### src/rtl/ws2812_rx.sv
// WS2811/WS2812/SK6812 single-wire receiver: classifies DI high pulses as 0/1 and assembles 24-bit GRB pixels.
// Latency: pixel_valid rises 4 clk edges after the DI fall of the 24th bit enters the synchronizer.
// Backpressure: none; pixel_valid/frame_done/error are single-cycle strobes that the consumer must take.
module ws2812_rx #(
  parameter int NUM_LEDS     = 4,
  parameter int SYSTEM_CLOCK = 50000000,
  localparam int AW          = (NUM_LEDS > 1) ? $clog2(NUM_LEDS) : 1
) (
  input  logic          clk,
  input  logic          reset_n,
  input  logic          DI,
  output logic          pixel_valid,
  output logic [AW-1:0] address,
  output logic [7:0]    green_out,
  output logic [7:0]    red_out,
  output logic [7:0]    blue_out,
  output logic          frame_done,
  output logic          overflow,
  output logic          error
);

  // Protocol timing derived from the clock frequency (800 kbit/s line rate, 50 us reset gap)
  localparam int CYCLE_COUNT  = SYSTEM_CLOCK / 800_000;
  localparam int H0           = CYCLE_COUNT / 4;
  localparam int H1           = CYCLE_COUNT / 2;
  localparam int THRESH       = (H0 + H1) / 2;
  localparam int MAX_HIGH     = 2 * CYCLE_COUNT;
  localparam int RESET_DETECT = SYSTEM_CLOCK / 20_000;

  localparam int HW = $clog2(MAX_HIGH + 2);
  localparam int LW = $clog2(RESET_DETECT + 1);
  localparam int IW = $clog2(NUM_LEDS + 1);

  localparam logic [HW-1:0] THRESH_C   = HW'(THRESH);
  localparam logic [HW-1:0] MAX_HIGH_C = HW'(MAX_HIGH);
  localparam logic [LW-1:0] GAP_LAST_C = LW'(RESET_DETECT - 1);
  localparam logic [IW-1:0] NUM_LEDS_C = IW'(NUM_LEDS);

  typedef enum logic [1:0] {SYNC, IDLE, HIGH, LOW} state_t;

  state_t        state;
  logic          di_m;
  logic          di_s;
  logic          di_d;
  logic          rise;
  logic          fall;
  logic [HW-1:0] high_cnt;
  logic [LW-1:0] low_cnt;
  logic [4:0]    bit_cnt;
  logic [23:0]   sreg;
  logic [IW-1:0] pix_idx;
  logic          pix_pend;

  // Bring DI into the clk domain and keep one delayed copy for edge detection
  always_ff @(posedge clk or negedge reset_n) begin
    if (!reset_n) begin
      di_m <= 1'b0;
      di_s <= 1'b0;
      di_d <= 1'b0;
    end else begin
      di_m <= DI;
      di_s <= di_m;
      di_d <= di_s;
    end
  end

  assign rise = di_s & ~di_d;
  assign fall = ~di_s & di_d;

  // Decoder FSM: pulse-width classification, pixel assembly, gap detection and registered strobes
  always_ff @(posedge clk or negedge reset_n) begin
    if (!reset_n) begin
      state       <= SYNC;
      high_cnt    <= '0;
      low_cnt     <= '0;
      bit_cnt     <= '0;
      sreg        <= '0;
      pix_idx     <= '0;
      pix_pend    <= 1'b0;
      pixel_valid <= 1'b0;
      address     <= '0;
      green_out   <= '0;
      red_out     <= '0;
      blue_out    <= '0;
      frame_done  <= 1'b0;
      overflow    <= 1'b0;
      error       <= 1'b0;
    end else begin
      pixel_valid <= 1'b0;
      frame_done  <= 1'b0;
      error       <= 1'b0;

      // A full pixel was shifted in on the previous cycle: present it or flag overflow
      if (pix_pend) begin
        pix_pend <= 1'b0;
        if (pix_idx < NUM_LEDS_C) begin
          pixel_valid <= 1'b1;
          address     <= pix_idx[AW-1:0];
          green_out   <= sreg[23:16];
          red_out     <= sreg[15:8];
          blue_out    <= sreg[7:0];
          pix_idx     <= pix_idx + IW'(1);
        end else begin
          overflow <= 1'b1;
        end
      end

      case (state)
        SYNC: begin
          // Only a full low gap proves we are aligned to a frame boundary
          if (di_s) begin
            low_cnt <= '0;
          end else if (low_cnt == GAP_LAST_C) begin
            low_cnt <= '0;
            state   <= IDLE;
          end else begin
            low_cnt <= low_cnt + LW'(1);
          end
        end

        IDLE: begin
          if (rise) begin
            state    <= HIGH;
            high_cnt <= HW'(1);
            overflow <= 1'b0;
            bit_cnt  <= '0;
            pix_idx  <= '0;
          end
        end

        HIGH: begin
          if (fall) begin
            // high_cnt equals the number of high cycles seen, so it is the pulse width
            sreg    <= {sreg[22:0], (high_cnt >= THRESH_C)};
            if (bit_cnt == 5'd23) begin
              bit_cnt  <= '0;
              pix_pend <= 1'b1;
            end else begin
              bit_cnt <= bit_cnt + 5'd1;
            end
            low_cnt <= LW'(1);
            state   <= LOW;
          end else if (high_cnt == MAX_HIGH_C) begin
            // Pulse longer than any legal bit: drop alignment and wait for a fresh gap
            error   <= 1'b1;
            low_cnt <= '0;
            state   <= SYNC;
          end else begin
            high_cnt <= high_cnt + HW'(1);
          end
        end

        LOW: begin
          if (rise) begin
            state    <= HIGH;
            high_cnt <= HW'(1);
          end else if (low_cnt == GAP_LAST_C) begin
            // Reset gap: frame ends, a dangling partial pixel is a protocol error
            frame_done <= 1'b1;
            pix_idx    <= '0;
            low_cnt    <= '0;
            state      <= IDLE;
            if (bit_cnt != 5'd0) begin
              error   <= 1'b1;
              bit_cnt <= '0;
            end
          end else begin
            low_cnt <= low_cnt + LW'(1);
          end
        end

        default: state <= SYNC;
      endcase
    end
  end

endmodule

### config.mk
export PLATFORM = sky130hd
export DESIGN_NAME = ws2812_rx
export DESIGN_NICKNAME = d
export VERILOG_FILES = /design/src/rtl/ws2812_rx.sv
export SDC_FILE = /design/constraint.sdc
export NUM_CORES = 1
export LEC_CHECK = 0
export CAP_MARGIN = 20
export CORE_ASPECT_RATIO = 0.8
export CORE_MARGIN = 5
export CORE_UTILIZATION = 35
export CTS_CLUSTER_DIAMETER = 80
export DETAILED_ROUTE_END_ITERATION = 10
export SLEW_MARGIN = 15
export SYNTH_ARGS = -nofsm -noshare
export SYNTH_HDL_FRONTEND = slang
export SYNTH_SLANG_ARGS = --single-unit
### constraint.sdc
create_clock -name clk -period 2.8 [get_ports clk]
set_input_delay 0.28 -clock clk [delete_from_list [all_inputs] [get_ports clk]]
set_output_delay 0.28 -clock clk [all_outputs]
set_load 0.005 [all_outputs]
== Word level (Yosys, flattened, before mapping) ==
Index checks and enable logic that the tools add are counted.
Storage, ports and cells
  output and inout bits: 30
  memory bits (read-only): 0
  flip-flop bits (word level): 87
  logic and storage cells: 104
  latch bits: 0
  memory bits (writable): 0
  memories kept: 0
Cells by class
  multipliers: 0
  $add $sub $neg: 4
  reduce and logical (&&, ||, !) cells: 12
  div/mod/pow operators: 0
  equal/unequal tests: 16
  shifts and indexed selects: 0
  order comparisons: 2
  mux-type cells: 48
  bitwise operators: 4
Operators by type and width (number)
  $mux W12: 5
  $pmux W12 S3: 1
  $mux W5: 6
  $mux W7: 3
  $mux W1: 17
  $ne A2 B2 Y1 const B: 8
  $mux W3: 5
  $pmux W5 S3: 1
  $pmux W7 S2: 1
  $add A12 B1 Y12 const B: 1
  $eq A12 B12 Y1 const B: 1
  $mux W2: 6
  $pmux W2 S4: 1
  $add A7 B1 Y7 const B: 1
  $eq A7 B7 Y1 const B: 1
  $ge A7 B5 Y1 const B: 1
  $pmux W3 S2: 1
  $reduce_and A3 Y1: 2
  $reduce_and A6 Y1: 1
  $reduce_bool A3 Y1: 2
  $add A5 B1 Y5 const B: 1
  $eq A5 B5 Y1 const B: 1
  $reduce_bool A5 Y1: 1
  $eq A2 B2 Y1 const B: 2
  other kinds (13): 16

== Longest topological paths before layout ==
  depth after elaboration: 6
  depth in mapped cells: 8
  mapped depth without buffers: 7

== Least setup slack after synthesis ==
Ideal clock, no wire load.
  path type: register to register
  start: reg low_cnt[4]
  end: reg bit_cnt[1]
  arrival time: 1.921 ns
  library setup time: 0.121 ns
  slack: 0.758 ns
  clock period less this slack: 2.042 ns
  data required time: 2.679 ns
  path buffers: 0
  cell stages (with the launch flop): 6
  path through: dfrtp_1 or4b_4 nor4_4 a21oi_2 or2_1 a22o_1
On the way
  longest elaborated chain between the ends: 3
Ends and longest elaborated chain
  start, declared: RTL line 48  | logic [LW-1:0] low_cnt;
  start signal, assigned: RTL line 117  | low_cnt <= low_cnt + LW'(1);
  start signal, assigned: RTL line 168  | low_cnt <= low_cnt + LW'(1);
  $eq A12 B12 Y1: RTL line 157  | end else if (low_cnt == GAP_LAST_C) begin
  $ne A2 B2 Y1 (no source line)
  $reduce_and A6 Y1 (no source line)
  end signal, assigned: RTL line 139  | bit_cnt <= bit_cnt + 5'd1;
  end, declared: RTL line 49  | logic [4:0] bit_cnt;
Every way passes these cells.
A chain may end at the register's enable or synchronous reset.

== Final worst setup path ==
  start: reg low_cnt[4]
  end: reg low_cnt[7]
On the way
  longest elaborated chain between the ends: 4
  elaborated cells on any way between the ends: 6
  classes of those cells: 1 x add/sub; 1 x eq/ne; 4 x mux
Ends and longest elaborated chain
  $add A12 B1 Y12 or $eq A12 B12 Y1 (tied branches)
  $mux W12 (*): RTL line 113, 157
  $mux W12, on equally long branches: RTL line 154, 111
  $pmux W12 S3 (*): RTL line 108  | case (state)
Mark *: on every way between the ends. The rest lies on a longest branch, timed or not. The select of a mux whose other input is x is not followed.

==> results by group <==
Outcome
  • Status: finished clean

Logic synthesis
  • Syn nets: 363
  • Count leader, synth: nand2_1
  • Number of synthesized register bits: 87
  • Post-synth EDFFs: 0
  • Post-Synthesis Cells: 354
  • Asr flop ratio synth: 1.00
  • Synth unique cells: 39
  • Main synth FF type: dfrtp_1
  • Mean Syn Cell Area: 10.6 um^2
  • Yosys top cell area share: 0.583
  • Post-synthesis sequential area ratio: 0.583
  • Top post-synthesis cells by area: dfrtp_1 58%, nand2_1 9.3%, mux2_2 8.1%, ha_1 2.0%, a21oi_1 1.9%
  • Ys Warns: 0
  • Mapped Area: 3740 um^2
  • Synth cell count leaders: 93 x nand2_1, 87 x dfrtp_1, 27 x mux2_2
  • Yosys top cell by area: dfrtp_1

STA
  • Final period util: 0.811
  • Post-route worst setup slack: 529 ps
  • Max Freq: 440 MHz
  • Worst Tran Pin Value: 663 ps
  • Final setup viols: 0
  • RSZ-0062 raised after global routing: false
  • Period minus WS final: 2270 ps
  • Fin Setup TNS: 0 ps
  • Fin. max-slew vios: 0
  • Slew headroom: 0.558
  • Clk_skew: 8.49 ps
  • Final-report hold violation count: 0

Final layout
  • Diodes inserted: 0
  • Area grow syn2layout: 21.2%
  • NumNets Final: 401
  • Final Core Density: 0.437
  • Fraction of layout instances using a drive strength above 1: 0.136
  • # fillers: 988

Placed design
  • Pre-CTS setup slack: 552 ps
  • Port buffer count: 32
  • Placer Congestion: 0.806
  • Post-DP HPWL: 4920 um

Routing
  • DRT iter0 DRCs: 208
  • Remaining DRCs: 0
  • Detailed-route wire length: 7320 um
  • Vias/cell: 4.92
  • DR vias: 2640
  • Routed WL per cell: 13.6 um
  • Antenna-violating nets left: 0
  • 1st-pass router iterations: 4

Power and ir drop
  • P_int: 0.00191 W
  • Sw frac: 0.224
  • Highest ir drop seen on vdd: 0.000293 V
  • Clock power share: 0.459
  • Total power: 0.00246 W
  • Leakage: 2.15 nW
  • NetSw: 0.000550 W
  • Logic pwr share: 0.022
  • Sequential share of power: 0.519
  • Power per cell area: 543 nW/um^2

Global route
  • Total GRT Usage: 0.122
  • Initial antenna violation count: 0
  • Total gr overflow: 0
  • Number of global-route vias before repair: 2591
  • First-pass GRT wire length: 12600 um
  • Pin count of the biggest net entering global routing: 52

Clock tree
  • Clock Tree Root: clkbuf_16
  • Clk_lat worst skew: 340 ps
  • H-tree depth: 3
  • TritonCTS clock tree: built
  • Post-CTS Setup Repair Bufs: 0
  • Clk pin slew, worst setup/hold paths: 60 ps
  • CTS buffer count: 9
  • CTS sink count: 87
  • Clock buffer depth: 2

Critical path
  • CP peak stage delay: 550 ps
  • CP Max Fanout: 9
  • Worst Setup Start Kind: flop
  • Critical path cell sequence: or4b_4 > nor4_4 > nor2_1 > nand2_1 > o311ai_0
  • Slowest cell on crit path: or4b_4
  • Critical Path Sink Type: flop
  • Kind of critical path: flop to flop
  • CP required: 2990 ps
  • CP Data Arrival Time: 2460 ps

Floorplanning
  • Ports: 33
  • Row count: 33
  • Die W: 126 um
  • Die extent in y: 102 um
  • Die area: 12900 um^2
  • Core area: 10400 um^2
  • Starting density of the core: 0.361

Run
  • Max-cap check violation count: 0

Min path
  • HP Class: flop to flop
==> per-stage QoR <==
| stage | area (um^2) | hold WS (ps) | std cells |
|---|---|---|---|
| final | 4530 | 349 | 537 |
| after global routing | 4530 | 371 | 537 |
| after CTS | 4530 | 354 | 537 |
| after detailed placement | 4240 | 340 | 520 |
| after global placement | 4240 | 336 | 520 |
| after floorplan | 3740 | -15.6 | 354 |
==> state kept, by name, summed over array words and instances, names as in the netlist, 2 cells and up <==
name	cells
red_out	8
green_out	8
sreg	24
pix_idx	3
low_cnt	12
bit_cnt	5
address	2
state	2
blue_out	8
high_cnt	7
==> worst max-delay path, delay by kind of cell (launching register included) <==
kind | cells | cell delay [ps]
and+or+nand+nor | 4 | 1530
DFF | 1 | 450
AOI/OAI and AO/OA | 1 | 140
==> placed cells by master, fill, tap and decap left out, drive strengths merged, types with 3 or more instances in the layout <==
cell type and instances:
nor2 18, a31oi 5, o21ai 14, mux2 27
ha 6, or3 3, nand2b 5, dfrtp 87
o211ai 4, nor2b 3, o31ai 4, nand4b 3
a21oi 15, nand4 4, mux2i 3, clkbuf 10
clkdlybuf4s50 31, nand2 93, nand3 13, buf 5
nor3 3, inv 11
==> worst paths after layout <==
path	to	cells past startpoint	start	slack [ps]
setup / recovery	low_cnt[7]$_DFFE_PN0P_	5	low_cnt[4]$_DFFE_PN0P_	530
hold / removal	di_s$_DFF_PN0_	0	di_m$_DFF_PN0_	350
setup reg to reg	low_cnt[7]$_DFFE_PN0P_	5	low_cnt[4]$_DFFE_PN0P_	530
hold reg to reg	di_s$_DFF_PN0_	0	di_m$_DFF_PN0_	350
max in group asynchronous	pix_idx[1]$_DFF_PN0_	3	reset_n	1660
min in group asynchronous	low_cnt[9]$_DFFE_PN0P_	2	reset_n	520
==> cell families (layout without fill, tap and decap cells) <==
group | Yosys count | after routing | synth area share
buf+inv | 19 | 62 | 0.0194
flops | 87 | 87 | 0.583
simple gates | 156 | 156 | 0.193
xor+xnor | 3 | 3 | 0.00703
compound gates | 53 | 53 | 0.0887
mux | 30 | 30 | 0.0894
fa+ha+maj | 6 | 6 | 0.0201
==> power groups by stage <==
stage | logic, W | registers, W | clock network (W)
after floorplan | 0.0000242 | 0.00129 | 0
after global placement | 0.0000549 | 0.00130 | 0
after detailed placement | 0.0000559 | 0.00130 | 0
after CTS | 0.0000568 | 0.00128 | 0.00117
after global routing | 0.0000636 | 0.00128 | 0.00123
final | 0.0000541 | 0.00128 | 0.00113
==> timing repair <==
action | 4_1_cts | 5_1_grt
endpoints found under the hold margin | 1 | 0
hold buffers | 1 | 0
gates resized for setup | 0 | 0
==> routing by layer <==
metal / GRT usage / vias to the layer above / share of wire / wire length (um)
met3: 0.0418 / 10 / 0.050 / 367
met5: 0 / - / 0 / 0
met1: 0.172 / 1280 / 0.51 / 3710
met4: 0.0400 / 0 / 0.014 / 99
met2: 0.178 / 53 / 0.43 / 3140
li1: - / 1297 / - / -
==> area by class of cell <==
type,instances,area [um^2],share of cell area
Inverter,9,33.8,0.00746
Clock buffer,10,239,0.0528
Multi-Input combinational cell,248,1490,0.329
Timing Repair Buffer,37,370,0.0818
Tap cell,140,175,0.0387
Clock inverter,6,42.5,0.00939
Sequential cell,87,2180,0.481
Power figures use the tool's default switching activity.
